==> config.mk <==
export PLATFORM = sky130hd
export DESIGN_NAME = program_loader_flat
export DESIGN_NICKNAME = d
export VERILOG_FILES = /design/src/rtl/program_loader_if.sv /design/src/rtl/program_loader.sv /design/src/flat_wrapper.sv
export SDC_FILE = /design/constraint.sdc
export NUM_CORES = 1
export LEC_CHECK = 0
export ABC_AREA = 1
export CAP_MARGIN = 20
export CORE_MARGIN = 2
export CORE_UTILIZATION = 54
export CTS_BUF_LIST = sky130_fd_sc_hd__clkbuf_4
export CTS_CLUSTER_DIAMETER = 120
export CTS_CLUSTER_SIZE = 10
export DETAILED_ROUTE_END_ITERATION = 6
export MAX_ROUTING_LAYER = met4
export PLACE_DENSITY = 0.82
export SKIP_CTS_REPAIR_TIMING = 1
export SYNTH_ARGS = -nofsm -noshare
export SYNTH_HDL_FRONTEND = slang
export SYNTH_SLANG_ARGS = --single-unit
export TNS_END_PERCENT = 100
==> constraint.sdc <==
create_clock -name clk -period 4.7 [get_ports clk]
set_clock_uncertainty 0.1 [all_clocks]
set_input_delay 0.94 -clock clk [delete_from_list [all_inputs] [get_ports clk]]
set_output_delay 0.94 -clock clk [all_outputs]
set_load 0.02 [all_outputs]
==> src/rtl/program_loader_if.sv <==
// Byte-stream input and instruction-memory write port of the program loader.
// Latency: none, wires only.
// Backpressure: byte_ready is driven by the loader; the write port has no ready and is never stalled.
interface program_loader_if;
  logic [7:0]  byte_in;
  logic        byte_valid;
  logic        byte_ready;
  logic        imem_we;
  logic [31:0] imem_addr;
  logic [31:0] imem_wdata;

  // master: the system side (byte source plus instruction memory); slave: the loader
  modport master (
    output byte_in, byte_valid,
    input  byte_ready, imem_we, imem_addr, imem_wdata
  );

  modport slave (
    input  byte_in, byte_valid,
    output byte_ready, imem_we, imem_addr, imem_wdata
  );
endinterface

==> src/rtl/program_loader.sv <==
// Boot loader: turns a big-endian byte stream into 32-bit instruction writes, then releases CPU reset.
// Latency: 4th byte of a word accepted -> imem_we next cycle; last write -> done/cpu_reset low next cycle.
// Backpressure: byte_ready only in LEN_HI/LEN_LO/LOAD; gaps in byte_valid stall in place with no timeout.
module program_loader #(
  parameter int MEM_WORDS = 128,
  parameter int CNT_W     = 16
) (
  input  logic             clk,
  input  logic             reset,
  input  logic             start,
  program_loader_if.slave  bus,
  output logic             cpu_reset,
  output logic             busy,
  output logic             done,
  output logic             error,
  output logic [CNT_W-1:0] word_count
);

  localparam logic [2:0] IDLE   = 3'd0;
  localparam logic [2:0] LEN_HI = 3'd1;
  localparam logic [2:0] LEN_LO = 3'd2;
  localparam logic [2:0] LOAD   = 3'd3;
  localparam logic [2:0] WRITE  = 3'd4;
  localparam logic [2:0] DONE   = 3'd5;
  localparam logic [2:0] ERROR  = 3'd6;

  localparam logic [CNT_W-1:0] maxLen = CNT_W'(MEM_WORDS);

  logic [2:0]       state;
  logic [2:0]       stateNext;
  logic [7:0]       lenHi;
  logic [CNT_W-1:0] progLen;
  logic [CNT_W-1:0] lenFull;
  logic [31:0]      wordReg;
  logic [31:0]      nextWord;
  logic [1:0]       byteIdx;
  logic             accept;
  logic             startLoad;
  logic             lastWord;
  logic             weReg;
  logic [31:0]      addrReg;
  logic [31:0]      dataReg;

  // byte_ready is the only output decoded straight from state
  assign bus.byte_ready = (state == LEN_HI) || (state == LEN_LO) || (state == LOAD);
  assign bus.imem_we    = weReg;
  assign bus.imem_addr  = addrReg;
  assign bus.imem_wdata = dataReg;

  assign accept    = bus.byte_valid && bus.byte_ready;
  // start is honoured only when no load is in flight
  assign startLoad = start && ((state == IDLE) || (state == DONE) || (state == ERROR));
  assign lenFull   = CNT_W'({lenHi, bus.byte_in});
  assign nextWord  = {wordReg[23:0], bus.byte_in};
  assign lastWord  = (word_count + CNT_W'(1)) == progLen;

  // Next-state decode of the load sequence
  always_comb begin
    stateNext = state;
    case (state)
      IDLE:   if (startLoad) stateNext = LEN_HI;
      LEN_HI: if (accept) stateNext = LEN_LO;
      LEN_LO: if (accept) stateNext = ((lenFull == '0) || (lenFull > maxLen)) ? ERROR : LOAD;
      LOAD:   if (accept && (byteIdx == 2'd3)) stateNext = WRITE;
      WRITE:  stateNext = lastWord ? DONE : LOAD;
      DONE:   if (startLoad) stateNext = LEN_HI;
      ERROR:  if (startLoad) stateNext = LEN_HI;
      default: stateNext = IDLE;
    endcase
  end

  // State, datapath and registered outputs; outputs are computed from the upcoming state
  always_ff @(posedge clk or posedge reset) begin
    if (reset) begin
      state      <= IDLE;
      lenHi      <= '0;
      progLen    <= '0;
      wordReg    <= '0;
      byteIdx    <= '0;
      word_count <= '0;
      weReg      <= 1'b0;
      addrReg    <= '0;
      dataReg    <= '0;
      cpu_reset  <= 1'b1;
      busy       <= 1'b0;
      done       <= 1'b0;
      error      <= 1'b0;
    end else begin
      state     <= stateNext;
      busy      <= (stateNext == LEN_HI) || (stateNext == LEN_LO) ||
                   (stateNext == LOAD)   || (stateNext == WRITE);
      cpu_reset <= (stateNext != DONE);
      done      <= (stateNext == DONE);
      error     <= (stateNext == ERROR);
      weReg     <= (stateNext == WRITE);

      if ((state == LEN_HI) && accept) lenHi <= bus.byte_in;
      if ((state == LEN_LO) && accept) progLen <= lenFull;

      if ((state == LOAD) && accept) begin
        wordReg <= nextWord;
        byteIdx <= byteIdx + 2'd1;
        if (byteIdx == 2'd3) begin
          // address and data are captured with the final byte so they are stable during WRITE
          addrReg <= 32'({word_count, 2'b00});
          dataReg <= nextWord;
        end
      end

      if (state == WRITE) word_count <= word_count + CNT_W'(1);

      if (startLoad) begin
        word_count <= '0;
        byteIdx    <= '0;
      end
    end
  end

endmodule

==> src/flat_wrapper.sv <==
// flat-port wrapper written by rule: the top's interface ports become plain ports
module program_loader_flat 
#(
  parameter int MEM_WORDS = 128,
  parameter int CNT_W     = 16
)
  (clk, reset, start, cpu_reset, busy, done, error, word_count, bus_byte_in, bus_byte_valid, bus_byte_ready, bus_imem_we, bus_imem_addr, bus_imem_wdata);
  program_loader_if bus_i ();
  input  logic clk;
  input  logic reset;
  input  logic start;
  output logic cpu_reset;
  output logic busy;
  output logic done;
  output logic error;
  output logic [CNT_W-1:0] word_count;
  input wire logic [$bits(bus_i.byte_in)-1:0] bus_byte_in;
  input wire logic [$bits(bus_i.byte_valid)-1:0] bus_byte_valid;
  output wire logic [$bits(bus_i.byte_ready)-1:0] bus_byte_ready;
  output wire logic [$bits(bus_i.imem_we)-1:0] bus_imem_we;
  output wire logic [$bits(bus_i.imem_addr)-1:0] bus_imem_addr;
  output wire logic [$bits(bus_i.imem_wdata)-1:0] bus_imem_wdata;
  assign bus_i.byte_in = bus_byte_in;
  assign bus_i.byte_valid = bus_byte_valid;
  assign bus_byte_ready = bus_i.byte_ready;
  assign bus_imem_we = bus_i.imem_we;
  assign bus_imem_addr = bus_i.imem_addr;
  assign bus_imem_wdata = bus_i.imem_wdata;
  program_loader #(.MEM_WORDS(MEM_WORDS), .CNT_W(CNT_W)) u_core (.clk(clk), .reset(reset), .start(start), .bus(bus_i), .cpu_reset(cpu_reset), .busy(busy), .done(done), .error(error), .word_count(word_count));
endmodule
==> impl_results.md <==
* Worst reg2reg endpoint: u_core.busy$_DFF_PP0_
* Clock tree from TritonCTS: built
* Highest cell delay on the worst timing path at 0.58 ns
* Yosys reg bits at around 120
* Cell Count, Final, Fillers Out at between 800 and 900
* H-tree level count at 4
* Syn_area_per_cell at between 8 and 9 µm²
* Total negative setup slack at 0 ns
* Layout cells sized above 1 at 10.1%
* Setup repair after global routing missed its margin: no
* Terminating pin of the worst hold path: u_core.bus.imem_addr[9]$_DFFE_PP0P_
* Ys Warns at 0
* Distinct cell type count after synthesis at 36
* Wire length of the first global-routing pass at 20.8 mm
* Cell types occupying the most area after synthesis: dfrtp_1 55%, nand2_1 12%, o21ai_0 8.2%
* Areal power density over the cells at 598 nW/µm²
* Placed inst area at 6380 µm²
* Max-slew violations at 0
* Antenna Diode Count at 0
* Core outline area at 9820 µm²
* Commonest non-fill, non-tap cell in the layout: nand2_1
* Initial antenna violation count at 0
* Gate count after technology mapping at 635
* Result of the run: complete, no violations
* Worst hold path cell count at 2
* Sequential Power Share at 43.0%
* Remaining global-route overflow at 0
* Total CTS buffers at 17
* Dominant cell type by area after synthesis: dfrtp_1
* All-Layer GR Usage at 24.6%
* Required @ worst endpoint at 5.07 ns
* Slack of the worst reg-to-reg path at approximately 1.9 ns
* Latest clock arrival within the worst-skew pair at 0.52 ns
* Number of nets still failing antenna checks after routing at 0
* Overall power consumption at around 0.004 W
* Routed length per placed instance at around 15 µm
* Clock network fraction of design power at 18.1%
* Final Wtd Congestion at around 0.85
* Critical path type: in -> reg
* Count of maximum capacitance violations at 0
* Number of hold violations in the final report at 0
* Vias in the first global route at 4379
* Routed WL at 12.6 mm
* Largest net degree at the start of global routing at 92
* Die ar. at 11000 µm²
* Reg2reg path depth at 14
* Kind of end point of the critical path: register
* Effective utilization at floorplan at ~56%
* Count of port buffers added during placement at 81
* Slew at the pin closest to its max-slew limit at 0.867 ns
* Area growth, synth to finish at 21.1%
* Count of TritonRoute iterations in the first routing pass at 5
* Via/cell ratio at ~5.3
* Clock sink count at 122
* Min-delay worst type: reg -> reg
* Die height at around 100 µm
* CP max stage cell: buf_4
* Violation count after the first detailed-routing iteration at 330
* Fmax at approximately 320 MHz
* Start point of the worst min-delay path: u_core.bus.imem_addr[9]$_DFFE_PP0P_
* Internal power consumption at 0.00237 W
* Top library cells by usage in the layout, fill and taps aside: 175 x nand2_1, 121 x dfrtp_1, 90 x o21ai_0, 81 x clkdlybuf4s50_1, 67 x inv_1
* Number of buffers on the longest clock path at 2
* Final HPWL from detailed placement at ~9.0 mm
* Post-route fraction of the period consumed by the critical path at ~66%
* Worst-path fanout max at 91
* Post-detailed-route DRC marker count at 0
* Clk slew on worst S/H paths at between 0.1 and 0.15 ns
* Floorplan die width at roughly 100 µm
* Startpoint of the most critical register-to-register path: u_core.state[2]$_DFF_PP0_
* Net switching power figure at between 0.0015 and 0.002 W
* Logic pwr share at between 30% and 40%
* Max VDD drop at 0.388 mV
* Min Tclk post-route at 3.12 ns
* Final standard cell area without fillers at 6660 µm²
* CTS root buffer: clkbuf_4
* Share of the yosys chip area belonging to registers at between 50% and 60%
* Startpoint types: input port
* Most prevalent standard cell on the critical path: inv_2
* Cells along the critical path: clkdlybuf4s50_1 -> inv_1 -> nor2_2 -> buf_4 -> inv_2 -> nor2_4 -> inv_2 -> buf_4 -> o31ai_1 -> nor2_1 -> nand2_2 -> inv_2 -> nand2_1 -> nand2_1
* Switching power share of the total at about two fifths
* Placed insts at 833
* Count of endpoints failing setup in the final report at 0
* Portion of synthesized cell area occupied by the leading cell type at ~55%
* Count of standard-cell rows at 36
* Critical Path AT at around 3.5 ns
* Post-synth design cell area at 5500 µm²
* I/O pin count at 98
* Normalized max-slew margin at 42.1%
* Layout net count at 733
* Total number of vias at 4589
* # fillers at 824
* Static leakage power at 3.15 nW
## worst max-delay path, delay by kind of cell
family	cells	cell delay, ns
buf+inv	7	1.78
simple gates	6	0.55
compound gates	1	0.19
## cells in the mapped netlist
master,n
o22ai_1,10
o21ai_0,90
nand3_2,3
o21ai_1,1
dfstp_2,1
nand2_4,1
clkinv_2,1
a2111oi_4,1
nand2_2,7
nor3b_1,1
nor2_4,6
mux2_2,2
buf_4,16
xor2_1,3
nand3b_1,2
ha_1,2
nor4_1,2
clkinv_1,1
xnor2_1,1
nor2_1,28
inv_2,6
a22oi_1,1
or2_0,1
nor2_2,7
inv_1,68
nand2_1,175
o31ai_1,1
xnor3_1,1
clkbuf_1,19
conb_1,1
nand4_1,11
dfrtp_1,121
xor2_2,1
nand3_1,31
a21oi_1,8
nor3_1,4
## sequential cells by signal, summed over array words and instances (netlist names)
| name | cells |
|---|---|
| u_core.lenHi | 8 |
| u_core.done | 1 |
| u_core.wordReg | 24 |
| u_core.busy | 1 |
| u_core.bus.imem_addr | 16 |
| u_core.state | 3 |
| u_core.cpu_reset | 1 |
| u_core.error | 1 |
| u_core.bus.imem_wdata | 32 |
| u_core.progLen | 16 |
| u_core.byteIdx | 2 |
| u_core.bus.imem_we | 1 |
| u_core.word_count | 16 |
## worst max-delay path by stage
stage | from | end | slack [ns] | cells past startpoint
2_1_floorplan | reset | u_core.bus.imem_addr[10]$_DFFE_PP0P_ | 0.42 | 1
3_3_place_gp | bus_byte_valid | u_core.busy$_DFF_PP0_ | 1.21 | 14
3_5_place_dp | bus_byte_valid | u_core.busy$_DFF_PP0_ | 1.09 | 14
4_1_cts | bus_byte_valid | u_core.busy$_DFF_PP0_ | 1.58 | 14
5_1_grt | bus_byte_valid | u_core.busy$_DFF_PP0_ | 1.36 | 14
6_report | bus_byte_valid | u_core.busy$_DFF_PP0_ | 1.58 | 14
## power groups by stage
stage / Combinational (W) / Sequential, W / Clock (W)
5_1_grt: 0.00171 / 0.00176 / 0.000785
6_report: 0.00155 / 0.00171 / 0.000723
3_3_place_gp: 0.00150 / 0.00171 / 0
3_5_place_dp: 0.00155 / 0.00173 / 0
2_1_floorplan: 0.000742 / 0.00189 / 0
4_1_cts: 0.00156 / 0.00171 / 0.000738
## cell families after synthesis
logic type	count (synthesis)	synth area share, %
simple gates	279	22.6
flops	122	55.5
compound gates	112	10.9
fa+ha+maj	2	0.455
mux	2	0.409
buf+inv	111	8.69
other cells	1	0.0682
xor+xnor	6	1.34
## metal layers
metal  up-vias  wire, µm  global-route usage, %
li1       2179         -                      -
met1      2161      5340                   31.9
met2       210      6050                   37.8
met3        39       832                   6.24
met4         0       338                   8.48
met5         -         0                      -
## final cells by class
type	count	area [µm²]	area share, %
multi-input combinational	417	2030	30.4
clock buffer	17	128	1.92
timing repair buffer	85	841	12.6
tap	133	166	2.50
inverter	76	289	4.34
sequential	122	3050	45.8
clock inverter	15	155	2.33
## metrics by stage
stage          setup WS [ns]  util, %  hold WS (ns)
2_1_floorplan          0.419        -         0.349
3_3_place_gp            1.21     65.0         0.363
3_5_place_dp            1.09     65.0         0.368
4_1_cts                 1.58     67.8         0.399
5_1_grt                 1.36     67.8         0.416
6_report                1.58     67.8         0.395
Power figures use the tool's default switching activity.
